### src/rtl/instr_sequencer_if.sv
// Host/CPU-facing bus of instr_sequencer: program load port, run control
// and the registered instruction issue outputs.
interface instr_sequencer_if #(
  parameter int INSTR_WIDTH = 20,
  parameter int PC_BITS     = 4
);
  logic                   load_valid;
  logic                   load_ready;
  logic [INSTR_WIDTH-1:0] load_data;
  logic                   load_clear;
  logic                   start;
  logic                   halt;
  logic [INSTR_WIDTH-1:0] instruction;
  logic                   issue;
  logic [PC_BITS-1:0]     pc;
  logic                   busy;
  logic                   done;

  modport master (
    output load_valid, load_data, load_clear, start, halt,
    input  load_ready, instruction, issue, pc, busy, done
  );

  modport slave (
    input  load_valid, load_data, load_clear, start, halt,
    output load_ready, instruction, issue, pc, busy, done
  );
endinterface

### src/rtl/instr_sequencer.sv
// Program buffer plus issue FSM feeding simple_cpu one instruction every ISSUE_GAP cycles.
// Optional SEQ_LOOP_EN: the program repeats from PC 0 until halt or reset instead of finishing.
module instr_sequencer #(
  parameter int                     INSTR_WIDTH = 20,
  parameter int                     PC_BITS     = 4,
  parameter int                     ISSUE_GAP   = 3,
  parameter logic [INSTR_WIDTH-1:0] NOP_WORD    = 20'h00000
) (
  input  logic             clk,
  input  logic             rst,
  instr_sequencer_if.slave bus
);
  localparam int                   DEPTH    = 1 << PC_BITS;
  localparam int                   GAP_W    = (ISSUE_GAP > 1) ? $clog2(ISSUE_GAP) : 1;
  localparam logic [GAP_W-1:0]     GAP_LAST = GAP_W'(ISSUE_GAP - 1);
  localparam logic [GAP_W-1:0]     GAP_ZERO = '0;
  localparam logic [PC_BITS:0]     FULL_LEN = (PC_BITS + 1)'(DEPTH);
  localparam logic [PC_BITS:0]     LEN_ZERO = '0;
  localparam logic [PC_BITS-1:0]   PC_ZERO  = '0;

  typedef enum logic [0:0] {
    ST_IDLE = 1'b0,
    ST_RUN  = 1'b1
  } state_t;

  logic [INSTR_WIDTH-1:0] mem_r [DEPTH];
  state_t                 state_r;
  logic [PC_BITS:0]       prog_len_r;
  logic [PC_BITS-1:0]     pc_r;
  logic [GAP_W-1:0]       gap_r;
  logic [INSTR_WIDTH-1:0] instruction_r;
  logic                   issue_r;
  logic                   busy_r;
  logic                   done_r;

  logic                   load_ready_s;
  logic                   handshake_s;
  logic                   last_s;
  logic [PC_BITS-1:0]     pc_next_s;
  logic                   start_ok_s;

  // Load acceptance and run-step decode.
  always_comb begin
    load_ready_s = 1'b0;
    if ((state_r == ST_IDLE) && (prog_len_r != FULL_LEN)) begin
      load_ready_s = 1'b1;
    end else begin
      load_ready_s = 1'b0;
    end
    handshake_s = bus.load_valid & load_ready_s;
    last_s      = ({1'b0, pc_r} == (prog_len_r - (PC_BITS + 1)'(1)));
    pc_next_s   = pc_r + PC_BITS'(1);
    // A same-cycle clear would leave the run with an empty program, so it also blocks start.
    start_ok_s  = bus.start & ~bus.halt & ~handshake_s & ~bus.load_clear &
                  (prog_len_r != LEN_ZERO);
  end

  // Program storage; deliberately not reset, prog_len gates what is reachable.
  always_ff @(posedge clk) begin
    if (rst && handshake_s && !bus.load_clear) begin
      mem_r[prog_len_r[PC_BITS-1:0]] <= bus.load_data;
    end
  end

  // Sequencer FSM with registered issue outputs.
  always_ff @(posedge clk) begin
    if (!rst) begin
      state_r       <= ST_IDLE;
      prog_len_r    <= LEN_ZERO;
      pc_r          <= PC_ZERO;
      gap_r         <= GAP_ZERO;
      instruction_r <= NOP_WORD;
      issue_r       <= 1'b0;
      busy_r        <= 1'b0;
      done_r        <= 1'b0;
    end else begin
      issue_r <= 1'b0;
      done_r  <= 1'b0;
      case (state_r)
        ST_IDLE: begin
          if (bus.load_clear) begin
            prog_len_r <= LEN_ZERO;
          end else if (handshake_s) begin
            prog_len_r <= prog_len_r + (PC_BITS + 1)'(1);
          end
          if (start_ok_s) begin
            state_r       <= ST_RUN;
            busy_r        <= 1'b1;
            pc_r          <= PC_ZERO;
            gap_r         <= GAP_ZERO;
            instruction_r <= mem_r[PC_ZERO];
            issue_r       <= 1'b1;
          end
        end
        ST_RUN: begin
          if (bus.halt) begin
            state_r       <= ST_IDLE;
            busy_r        <= 1'b0;
            pc_r          <= PC_ZERO;
            gap_r         <= GAP_ZERO;
            instruction_r <= NOP_WORD;
          end else if (gap_r == GAP_LAST) begin
            gap_r <= GAP_ZERO;
            if (last_s) begin
`ifdef SEQ_LOOP_EN
              pc_r          <= PC_ZERO;
              instruction_r <= mem_r[PC_ZERO];
              issue_r       <= 1'b1;
`else
              state_r       <= ST_IDLE;
              busy_r        <= 1'b0;
              pc_r          <= PC_ZERO;
              instruction_r <= NOP_WORD;
              done_r        <= 1'b1;
`endif
            end else begin
              pc_r          <= pc_next_s;
              instruction_r <= mem_r[pc_next_s];
              issue_r       <= 1'b1;
            end
          end else begin
            gap_r <= gap_r + GAP_W'(1);
          end
        end
        default: begin
          state_r       <= ST_IDLE;
          busy_r        <= 1'b0;
          pc_r          <= PC_ZERO;
          gap_r         <= GAP_ZERO;
          instruction_r <= NOP_WORD;
        end
      endcase
    end
  end

  assign bus.load_ready  = load_ready_s;
  assign bus.instruction = instruction_r;
  assign bus.issue       = issue_r;
  assign bus.pc          = pc_r;
  assign bus.busy        = busy_r;
  assign bus.done        = done_r;
endmodule

### src/flat_wrapper.sv
// flat-port wrapper written by rule: the top's interface ports become plain ports
module instr_sequencer_flat 
#(
  parameter int                     INSTR_WIDTH = 20,
  parameter int                     PC_BITS     = 4,
  parameter int                     ISSUE_GAP   = 3,
  parameter logic [INSTR_WIDTH-1:0] NOP_WORD    = 20'h00000
)
  (clk, rst, bus_load_valid, bus_load_data, bus_load_clear, bus_start, bus_halt, bus_load_ready, bus_instruction, bus_issue, bus_pc, bus_busy, bus_done);
  instr_sequencer_if #(.INSTR_WIDTH(INSTR_WIDTH), .PC_BITS(PC_BITS)) bus_i ();
  input  logic clk;
  input  logic rst;
  input wire logic [$bits(bus_i.load_valid)-1:0] bus_load_valid;
  input wire logic [$bits(bus_i.load_data)-1:0] bus_load_data;
  input wire logic [$bits(bus_i.load_clear)-1:0] bus_load_clear;
  input wire logic [$bits(bus_i.start)-1:0] bus_start;
  input wire logic [$bits(bus_i.halt)-1:0] bus_halt;
  output wire logic [$bits(bus_i.load_ready)-1:0] bus_load_ready;
  output wire logic [$bits(bus_i.instruction)-1:0] bus_instruction;
  output wire logic [$bits(bus_i.issue)-1:0] bus_issue;
  output wire logic [$bits(bus_i.pc)-1:0] bus_pc;
  output wire logic [$bits(bus_i.busy)-1:0] bus_busy;
  output wire logic [$bits(bus_i.done)-1:0] bus_done;
  assign bus_i.load_valid = bus_load_valid;
  assign bus_i.load_data = bus_load_data;
  assign bus_i.load_clear = bus_load_clear;
  assign bus_i.start = bus_start;
  assign bus_i.halt = bus_halt;
  assign bus_load_ready = bus_i.load_ready;
  assign bus_instruction = bus_i.instruction;
  assign bus_issue = bus_i.issue;
  assign bus_pc = bus_i.pc;
  assign bus_busy = bus_i.busy;
  assign bus_done = bus_i.done;
  instr_sequencer #(.INSTR_WIDTH(INSTR_WIDTH), .PC_BITS(PC_BITS), .ISSUE_GAP(ISSUE_GAP), .NOP_WORD(NOP_WORD)) u_core (.clk(clk), .rst(rst), .bus(bus_i));
endmodule
### config.mk
export PLATFORM = sky130hd
export DESIGN_NAME = instr_sequencer_flat
export DESIGN_NICKNAME = d
export VERILOG_FILES = /design/src/rtl/instr_sequencer_if.sv /design/src/rtl/instr_sequencer.sv /design/src/flat_wrapper.sv
export SDC_FILE = /design/constraint.sdc
export NUM_CORES = 1
export LEC_CHECK = 0
export ABC_AREA = 1
export CAP_MARGIN = 20
export CORE_MARGIN = 1
export CORE_UTILIZATION = 40
export DETAILED_ROUTE_END_ITERATION = 10
export MAX_ROUTING_LAYER = met4
export SLEW_MARGIN = 20
export SYNTH_ARGS = -nofsm -noshare
export SYNTH_HDL_FRONTEND = slang
export SYNTH_SLANG_ARGS = --single-unit
### constraint.sdc
create_clock -name clk -period 3 [get_ports clk]
set_input_delay 0.75 -clock clk [delete_from_list [all_inputs] [get_ports clk]]
set_output_delay 0.75 -clock clk [all_outputs]
set_load 0.05 [all_outputs]
# After elaboration in Yosys (flattened, before gate mapping)
# Memory sizes are Yosys's and may differ from the RTL's.
# Index checks and enable logic that the tools add are counted.
# Widths: inputs -> output; s select.
# word_totals
reg_bits	35
latch_bits	0
ram_bits	320
romBits	0
in_bits	26
out_inout_bits	28
memories	1
# op_classes
add_sub_neg	4
mul	0
div	0
magnitude_cmp	0
eq_ne	6
shifts	0
muxes	33
n_bitwise	11
n_reduce_logical	10
# memory_table
memory	depth	word_bits	rd	rd_ports_with_merged_regs	wr	line	source
u_core.mem_r	16	20	2	0	1	instr_sequencer.sv:26	logic [INSTR_WIDTH-1:0] mem_r [DEPTH];
# ops
operator	n
$mux 20	4
$pmux 20 s2	1
$mux 4	4
$mux 1	14
$mux 5	2
$pmux 4 s2	1
$mux 2	3
$ne 3x3->1 const B	2
$not 1->1	6
$pmux 1 s2	3
$add 5x1->5 const B	1
$and 1x1->1	5
$eq 4x5->1	1
$ne 5x5->1 const B	1
$reduce_bool 5->1	1
$sub 5x1->5 const B	1
$add 4x1->4 const B	1
$pmux 2 s2	1
$reduce_and 2->1	2
$reduce_or 4->1	1
$logic_and 1x1->1	3
$reduce_and 3->1	1
$add 2x1->2 const B	1
$eq 2x2->1 const B	1
3 further kinds	3

# Depth between registers and ports, before layout
# Gate-level depths: netlist (run 1).
# depth
word_depth	10
mapped_depth	13

# Worst setup path after synthesis (run 1)
# No wires, ideal clock.
# synth_path
kind	register to register
from	register u_core.prog_len_r[0]
to	memory u_core.mem_r[0][0] (enable)
t_arrival_ps	2808
required_ps	2578
slack_ps	-230
path_stages_with_launch	10
n_path_buf	0
path_cell_list	dfxtp_1 inv_1 ha_1 inv_1 nor2_4 nand2_2 nand3_4 nor3_2 inv_1 nor3_1
# synth_via
elab_chain_cells	8
# synth_lines
element	line	source
start: declaration	instr_sequencer.sv:28	logic [PC_BITS:0] prog_len_r;
start signal: assignment	instr_sequencer.sv:84	prog_len_r <= prog_len_r + (PC_BITS + 1)'(1);
$ne 5x5->1	instr_sequencer.sv:45	if ((state_r == ST_IDLE) && (prog_len_r != FULL_LEN)) begin
$logic_and 1x1->1	instr_sequencer.sv:45	
$mux 1	instr_sequencer.sv:45	
$and 1x1->1	instr_sequencer.sv:50	handshake_s = bus.load_valid & load_ready_s;
$logic_and 1x1->1 (2 in a row)	instr_sequencer.sv:60	if (rst && handshake_s && !bus.load_clear) begin
$mux 1	instr_sequencer.sv:60	
$mux 1 (implied by the code)	instr_sequencer.sv:61	mem_r[prog_len_r[PC_BITS-1:0]] <= bus.load_data;
end: declaration	instr_sequencer.sv:26	
# Parallel ways exist; a longest one is shown, timed or not.

# Worst setup path in the final report (run 1)
# layout_path
from	register u_core.prog_len_r[0]
to	output bus_load_ready
# layout_via
elab_chain_cells	3
# layout_lines
element	line	source
$ne 5x5->1	instr_sequencer.sv:45	
$logic_and 1x1->1	instr_sequencer.sv:45	
$mux 1	instr_sequencer.sv:45	
end: declaration	flat_wrapper.sv:18	output wire logic [$bits(bus_i.load_ready)-1:0] bus_load_ready;
# Every way passes these cells.

==> qor.csv, run 1 <==
metric,value,unit
status,"finished, final reports clean",
cell area after synthesis,14760,µm²
Crit Path Category,flip-flop to output pin,
Setup crit start kind,flip-flop,
Max H-tree Level,2,
CP Cell Sequence,inv_1 > ha_1 > inv_1 > nor2_4 > nand2_2 > nand2_1 > inv_1 > buf_4,
fin area,17230,µm²
cts repair resizes,0,
"Reg clk slew, reported paths",0.06,ns
worst path arrival time,2.12,ns
vias in the first global route,9764,
Synth Instances,1309,
Hold Crit Depth,2,
Std-Cell Rows,69,
register area share after synthesis,69.87,%
hold buffers post-CTS,0,
fmax,348.7,MHz
hold_sp,u_core.bus.busy,
Yosys cell types,31,
Max Slew Vio Count,0,
Starting Density,41.08,%
Starting DRT DRC Count,939,
Syn Area/Cell,11.27,µm²
Multi-input gate area,4040,µm²
fin crit share,95.59,%
Avg WL per Cell,20.01,µm
Final Hold Viols,0,
# IOs,54,
setup_tns,0,ns
TritonCTS clock tree,built,
R2R Path Start,u_core.prog_len_r[0],
Area Overhead vs Synth,16.80,%
CP Max Fanout,6,
"commonest non-fill, non-tap cell in the layout",nand2_1,
I/O Buffers,53,
DIE AREA,37660,µm²
Finished Core Util,47.99,%
r2r setup slk,0.26,ns
CTS sink cnt,355,
clock skew,0.01218,ns
Die X,194.1,µm
gr ovfl total,0,
DIE HEIGHT,194.1,µm
Remaining DRCs,0,
Area after DPL,16070,µm²
Tmin final,2.868,ns
number of routed nets with antenna violations,0,
Clock Path Buffers,3,
max_slew headroom,45.93,%
critical path required time,2.25,ns
TritonCTS Buffers,37,
Max Cap Viol,0,
"commonest cells after routing, fill and taps aside","nand2_1, edfxtp_1, nand3_1",
crit-path most repeated cell,inv_1,
via count,10000,
register area,10310,µm²
worst stage delay on the critical path,0.39,ns
post-DR vias/cell,5.416,
largest net degree at the start of global routing,93,
GRT Total Usage,20.49,%
Core Area,35910,µm²
final setup fails,0,
Hold EP,u_core.bus.busy,
"wirelength, routed",36.97,mm
GPL Wtd Cong,0.8394,
first-pass GRT wire length,57.48,mm
unrepaired setup endpoints after global routing,false,
RR Endpoint,u_core.mem_r[13][6],
worst hold path type,flip-flop to flip-flop,
YS warnings,0,
drt first pass iters,8,
initial antenna violation count,0,
CP Capture Type,output pin,
R2R cell count,10,
slew of the pin with the lowest slew margin,0.8085,ns
Pleak,0.006088,µW
Synth Register Bits,355,
Power Total,10290,µW
Max VDD drop,0.5567,mV
Mapped Nets,1340,
share of layout cells above drive strength 1,9.170,%
CP max stage cell,dfxtp_1,
CTS root buffer,clkbuf_16,
Pwr Density,597.1,nW/µm²
worst hold slack,0.4638,ns
hpwl dp,21.99,mm
post-CTS setup buffers,0,
Fillers,3222,
worst skew pair latency,0.53,ns
"Net count, final",1388,
## cell families (layout without fill, tap and decap cells)
| family | after synthesis | count (layout) | share of synthesized area, % |
|---|---|---|---|
| AO/OA/AOI/OAI | 52 | 52 | 2.205 |
| flip-flops | 355 | 355 | 69.87 |
| other | 0 | 1 | 0 |
| XOR/XNOR | 3 | 3 | 0.1781 |
| AND/OR/NAND/NOR | 788 | 788 | 23.98 |
| buffers and inverters | 106 | 182 | 3.341 |
| adder cells (fa/ha/maj) | 5 | 5 | 0.4240 |
## layout make-up
class / count / share of cell area [%]
Antenna cell: 1 / 0.01452
Clock buffer: 48 / 5.794
Clock inverter: 19 / 0.9438
Inverter: 25 / 0.5590
Multi-Input combinational cell: 848 / 23.44
Sequential cell: 355 / 59.84
Tap cell: 461 / 3.347
Timing Repair Buffer: 90 / 6.055
## worst max-delay path, delay by kind of cell, from the launching register on
family                     cells  cell delay [ns]
adders and majority gates      1             0.24
buffers and inverters          4             0.71
DFF                            1             0.39
and+or+nand+nor                3             0.24
## sequential cells by signal, indices dropped and copies added, names as in the netlist
name,cells
u_core.bus.done,1
u_core.mem_r,320
u_core.bus.pc,4
u_core.bus.busy,1
u_core.prog_len_r,5
u_core.gap_r,2
u_core.state_r,1
u_core.bus.instruction,20
u_core.bus.issue,1
## through the flow
step	cells	setup slack (ns)
global route	1846	0.006684
global placement	1779	0.2790
finish	1847	0.1322
detailed placement	1779	0.2501
CTS	1846	0.1377
floorplan	1309	-0.2305
## routing by layer
metal | up-vias | share of wire (%) | track usage, % | wire (µm)
met5 | - | 0 | - | 0
met4 | 0 | 1.8 | 5.320 | 656
met3 | 47 | 6.3 | 3.235 | 2337
met2 | 345 | 46 | 30.80 | 16980
met1 | 4888 | 46 | 28.95 | 16990
li1 | 4723 | - | - | -
## power breakdown
part	total [µW]	switching, µW	internal [µW]
Sequential	5420	14.5	5410
Clock	4400	1860	2540
Combinational	469	330	140
## synthesized netlist by cell type
master      n  area [µm²]
nor3_2      1       10.01
nand3b_1   20       150.1
buf_1       7       26.28
nand2_1   404        1516
buf_6       2       22.52
nand2_4     1       11.26
a21boi_0    3       22.52
dfxtp_1    35       700.7
buf_4      13       97.59
inv_2       4       15.01
nand2_2     3       18.77
inv_1      20       75.07
xor2_1      3       26.28
nor2_2      1       6.260
edfxtp_1  320        9609
a21boi_1   17       127.6
nor2_1     25       93.84
a21oi_2     3       26.28
clkbuf_1   35       131.4
nand4_1    21       131.4
nand3_4     2       35.03
buf_2      24       120.1
nand3_1   300        1501
nor2_4      1       11.26
nor4_2      1       12.51
nor3_1      8       40.04
o21ai_2     1       8.760
o21ai_0     1       5.000
a21oi_1    27       135.1
ha_1        5       62.56
clkinv_2    1       5.000
## how the worst max path moves through the flow
stage / cells after the start / slack [ns] / startpoint / end
4_1_cts: 8 / 0.14 / u_core.prog_len_r[0] / bus_load_ready
3_5_place_dp: 6 / 0.25 / bus_load_valid / u_core.mem_r[13][4]
6_report: 8 / 0.13 / u_core.prog_len_r[0] / bus_load_ready
5_1_grt: 8 / 0.007 / u_core.prog_len_r[0] / bus_load_ready
3_3_place_gp: 6 / 0.28 / bus_load_valid / u_core.mem_r[10][14]
2_1_floorplan: 9 / -0.23 / u_core.prog_len_r[0] / u_core.mem_r[0][0]
Power figures use the tool's default switching activity.
==> run 2: changes to the inputs <==
- SLEW_MARGIN: 20 -> default
==> results of run 2 <==
Same layout as run 1: the final DEF is identical, and so are final timing and power.
==> edit 1: new RTL, settings of run 1 <==
Add a define of `SEQ_LOOP_EN`.
--- a/src/rtl/instr_sequencer.sv
+++ b/src/rtl/instr_sequencer.sv
@@ -1,5 +1,7 @@
 // Program buffer plus issue FSM feeding simple_cpu one instruction every ISSUE_GAP cycles.
 // Optional SEQ_LOOP_EN: the program repeats from PC 0 until halt or reset instead of finishing.
+`define SEQ_LOOP_EN
+
 module instr_sequencer #(
   parameter int                     INSTR_WIDTH = 20,
   parameter int                     PC_BITS     = 4,
Function: changed (Yosys sat finds a counterexample within 10 cycles, from zero or initial values and one cycle with rst low).
==> edit 1 against run 1 <==
Worst setup slack improved by 78 ps; cell area grew 0.32%; worst hold slack improved by 9.2 ps; sequential cell count shrank 1; cell count increased by 5.4%; critical path depth decreased by 7; power fell by 3.3%; sequential power about the same; count of clock-buffer cells in the layout increased by 5; synthesized area rose by 1.3%; wire length shrank 1.3%.
==> edit 1: results (changes against run 1) <==
- Vias in the first global route: 9,540 (was 9,764)
- Initial antenna violation count: 1 (was 0)
- Clock power share: 42.4% (was 42.7%)
- Status: finished, final reports clean (unchanged)
- Initial drt markers: 901 (was 939)
- Synth top cells by count: 437 x nand2_1, 320 x edfxtp_1, 312 x nand3_1, 65 x nor2_1, 55 x inv_1 (was 404 x nand2_1, 320 x edfxtp_1, 300 x nand3_1, 35 x clkbuf_1, 35 x dfxtp_1)
- Vias per cell: 5.25 (was 5.42)
- Synth Area in XOR/XNOR: 0.167% (was 0.178%)
- DP HPWL: 21,500 um (was 22,000 um)
- Share of cells above drive strength 1: 8.73% (was 9.17%)
- Placed Area: 16,200 um^2 (was 16,100 um^2)
- Compound-gate portion of the synthesized area: 2.21% (was 2.20%)
- First-pass GRT wire length: 56,200 um (was 57,500 um)
- Met3 Use GR: 3.13% (was 3.24%)
- Sequential group power: 5.40 mW (was 5.42 mW)
- Crit path largest cell delay: 900 ps (was 390 ps)
- Maximum vdd drop: 0.473 mV (was 0.557 mV)
- Mapped Nets: 1,433 (was 1,340)
- GR Util met1: 29.1% (was 29.0%)
- Arrival @ worst endpoint: 2040 ps (was 2120 ps)
- Met2 wire length: 16,100 um (was 17,000 um)
- Post-synth cell types: 29 (was 31)
- Largest net degree at the start of global routing: 161 (was 93)
- Total track usage: 19.9% (was 20.5%)
- Final std cells w/o fill: 1,946 (was 1,847)
- Fin nets: 1,479 (was 1,388)
- Slowest cell on crit path: clkdlybuf4s50_1 (was dfxtp_1)
- GRT met2 Usage: 29.0% (was 30.8%)
- Metal3 WL: 2200 um (was 2340 um)
- Sequential area share after synthesis: 68.8% (was 69.9%)
edit 1: cell count changes after synthesis, sizes merged, moves of 20 or more:
cell	before	now
inv	24	65
nor2	27	67
nand2	408	440
o21ai	2	27
a21boi	20	0
nand3b	20	0
edit 1: path summary, 6_finish.rpt:
kind / endpoint / startpoint
setup / recovery: bus_pc[2] / u_core.bus.pc[2]$_SDFFE_PN0P_
hold / removal: u_core.bus.busy$_SDFFE_PN0P_ / u_core.bus.busy$_SDFFE_PN0P_
setup reg to reg: u_core.mem_r[2][2]$_DFFE_PP_ / u_core.prog_len_r[0]$_SDFFE_PN0P_
hold reg to reg: u_core.bus.busy$_SDFFE_PN0P_ / u_core.bus.busy$_SDFFE_PN0P_
edit 1: cell type report:
class,instances,share of cell area (%)
timing repair buffer,89,5.62
clock buffer,53,5.83
tap,468,3.39
inverter,65,1.44
sequential,354,59.5
clock inverter,17,0.579
multi-input combinational,900,23.6
==> edit 2: new RTL, config.mk and constraints of run 1 <==
Without the edit above. Reset style: asynchronous (`rst`), changed in one clocked block.
--- a/src/rtl/instr_sequencer.sv
+++ b/src/rtl/instr_sequencer.sv
@@ -63,7 +63,7 @@
   end
 
   // Sequencer FSM with registered issue outputs.
-  always_ff @(posedge clk) begin
+  always_ff @(posedge clk or negedge rst) begin
     if (!rst) begin
       state_r       <= ST_IDLE;
       prog_len_r    <= LEN_ZERO;
Behaviour: differs if rst is asserted again (counterexample within 4 cycles, from zero or initial values and one cycle with rst low); with rst held inactive, the same outputs for 4 cycles.
==> edit 2 against run 1 <==
Via count is 2.8% lower; critical path type unchanged; worst setup slack improved by 11 ps; utilization fell by 0.37 points; sequential cell count did not move; synthesized area about the same; sequential share of layout area is 1.5 points higher; cell area is 0.77% lower; critical path depth fell by 2; fmax rose by 0.40%; clock skew grew 4.9 ps; wire length down 1.4%; count of clock-buffer cells in the layout increased by 2.
Power is not compared: it rests on default switching activity, and its combinational part moved more than twofold at a synthesized area within 25%.
==> edit 2: results (changes against run 1) <==
- Post-Route WL: 36,400 um (was 37,000 um)
- Met2 wire length: 16,300 um (was 17,000 um)
- Seq/total area: 61.3% (was 59.8%)
- Post-synth EDFFs: 320 (unchanged)
- Synth Instances: 1,305 (was 1,309)
- R2r startpoint: u_core.prog_len_r[0]$_DFFE_PN0P_ (was u_core.prog_len_r[0]$_SDFFE_PN0P_)
- Final Skew: 17.1 ps (was 12.2 ps)
- Clk tree area frac: 6.47% (was 6.74%)
- Largest net degree at the start of global routing: 105 (was 93)
- Via Count: 9,724 (was 10,003)
- TritonCTS buffer count: 38 (was 37)
- Total track usage: 20.2% (was 20.5%)
- Worst skew pair latency: 530 ps (about the same)
- Share of cells above drive strength 1: 8.80% (was 9.17%)
- FILL cells: 3,155 (was 3,222)
- Synth Area in XOR/XNOR: 0.416% (was 0.178%)
- Synth top cells by count: 434 x nand2_1, 320 x edfxtp_1, 247 x nand3_1, 63 x a21oi_1, 44 x nor2_1 (was 404 x nand2_1, 320 x edfxtp_1, 300 x nand3_1, 35 x clkbuf_1, 35 x dfxtp_1)
- Initial drt markers: 900 (was 939)
- Area of the multi-input gates: 3750 um^2 (was 4040 um^2)
- Placed Area: 16,000 um^2 (was 16,100 um^2)
- GRT met2 Usage: 29.7% (was 30.8%)
- Non-clock buffer share of cell area: 5.81% (was 6.05%)
- Metal3 WL: 2550 um (was 2340 um)
- Area contributors post-synth: edfxtp_1 65%, nand2_1 11%, nand3_1 8.4%, dfrtp_1 5.9%, a21oi_1 2.1% (was edfxtp_1 65%, nand2_1 10%, nand3_1 10%, dfxtp_1 4.7%, nand3b_1 1.0%)
- Worst reg2reg setup slack: 500 ps (was 260 ps)
- First-pass GRT wire length: 56,200 um (was 57,500 um)
- Worst-Margin Slew: 920 ps (was 809 ps)
- Met3 Use GR: 3.50% (was 3.24%)
- Status: finished, final reports clean (unchanged)
- WHS: 297 ps (was 464 ps)
- DP HPWL: 21,800 um (was 22,000 um)
- CTS resizes: 1 (was 0)
- Adder-Cell Fraction of Synth Area: 0.424% (about the same)
- Multi-input gates: 831 (was 848)
- Drt pass-1 iters: 7 (was 8)
- Fin nets: 1,392 (was 1,388)
- Highest metal used: met4 (unchanged)
- GPL Wtd Cong: 0.887 (was 0.839)
- Clock buffers: 50 (was 48)
- WL per Instance: 19.7 um (was 20.0 um)
- DP Cell Count: 1,782 (was 1,779)
- GR Util met1: 28.8% (was 29.0%)
- Worst hold path class: primary input to async pin (was register to register)
- Inverters: 45 (was 25)
- Sequential area share after synthesis: 71.1% (was 69.9%)
- Vias in the first global route: 9,372 (was 9,764)
- Initial antenna violation count: 1 (was 0)
- Compound-gate portion of the synthesized area: 2.71% (was 2.20%)
- Asr flop ratio synth: 9.86% (was 0%)
- Slew Limit Fails: 0 (unchanged)
- Pleak: 6.41 nW
- M1 wire length: 16,900 um (was 17,000 um)
-- edit 2: changes by cell type after synthesis, moves of 6 or more --
cell,delta
nor2_1,+19
nand2_1,+30
nand3_1,-53
dfxtp_1,-35
dfrtp_1,+35
clkbuf_1,-19
o21ai_1,+6
nand3b_1,-20
a21boi_1,-17
a21oi_1,+36
inv_1,+19
nand4_1,-20
o21ai_0,+6
buf_2,+11
-- edit 2: logic make-up after synthesis --
kind of cell | count (synthesis)
AO/OA/AOI/OAI | 79
XOR/XNOR | 7
adder cells (fa/ha/maj) | 5
buffers and inverters | 119
flip-flops | 355
AND/OR/NAND/NOR | 740
-- edit 2: worst max-delay path, stage by stage, from the launching register on --
cell and delay [ps]:
dfrtp_1 420, inv_1 140, ha_1 280, nand3_2 100, nand2_1 50, inv_1 50
dlygate4sd2_1 520
-- edit 2: path summary, 6_finish.rpt --
path,endpoint,depth (start not counted)
min in group clk,u_core.gap_r[0]$_DFFE_PN0P_,1
hold reg to reg,u_core.gap_r[0]$_DFFE_PN0P_,1
setup reg to reg,u_core.bus.instruction[2]$_DFFE_PN0P_,12
max in group asynchronous,u_core.bus.pc[0]$_DFFE_PN0P_,2
hold / removal,u_core.prog_len_r[4]$_DFFE_PN0P_,2
setup / recovery,bus_load_ready,6
-- edit 2: power by group through the flow --
stage / clock network [mW] / registers, mW / logic [mW]
global route: 4.52 / 5.72 / 4.61
floorplan: 0 / 5.99 / 2.73
finish: 4.27 / 5.70 / 4.14
CTS: 4.35 / 5.70 / 4.17
global placement: 0 / 5.80 / 4.12
detailed placement: 0 / 5.80 / 4.16
-- edit 2: per-stage QoR --
step                utilization (%)  worst slack, ps
global placement               44.5              385
detailed placement             44.5              383
global route                   47.6             4.81
CTS                            47.6              119
finish                         47.6              144
floorplan                         -            -11.3
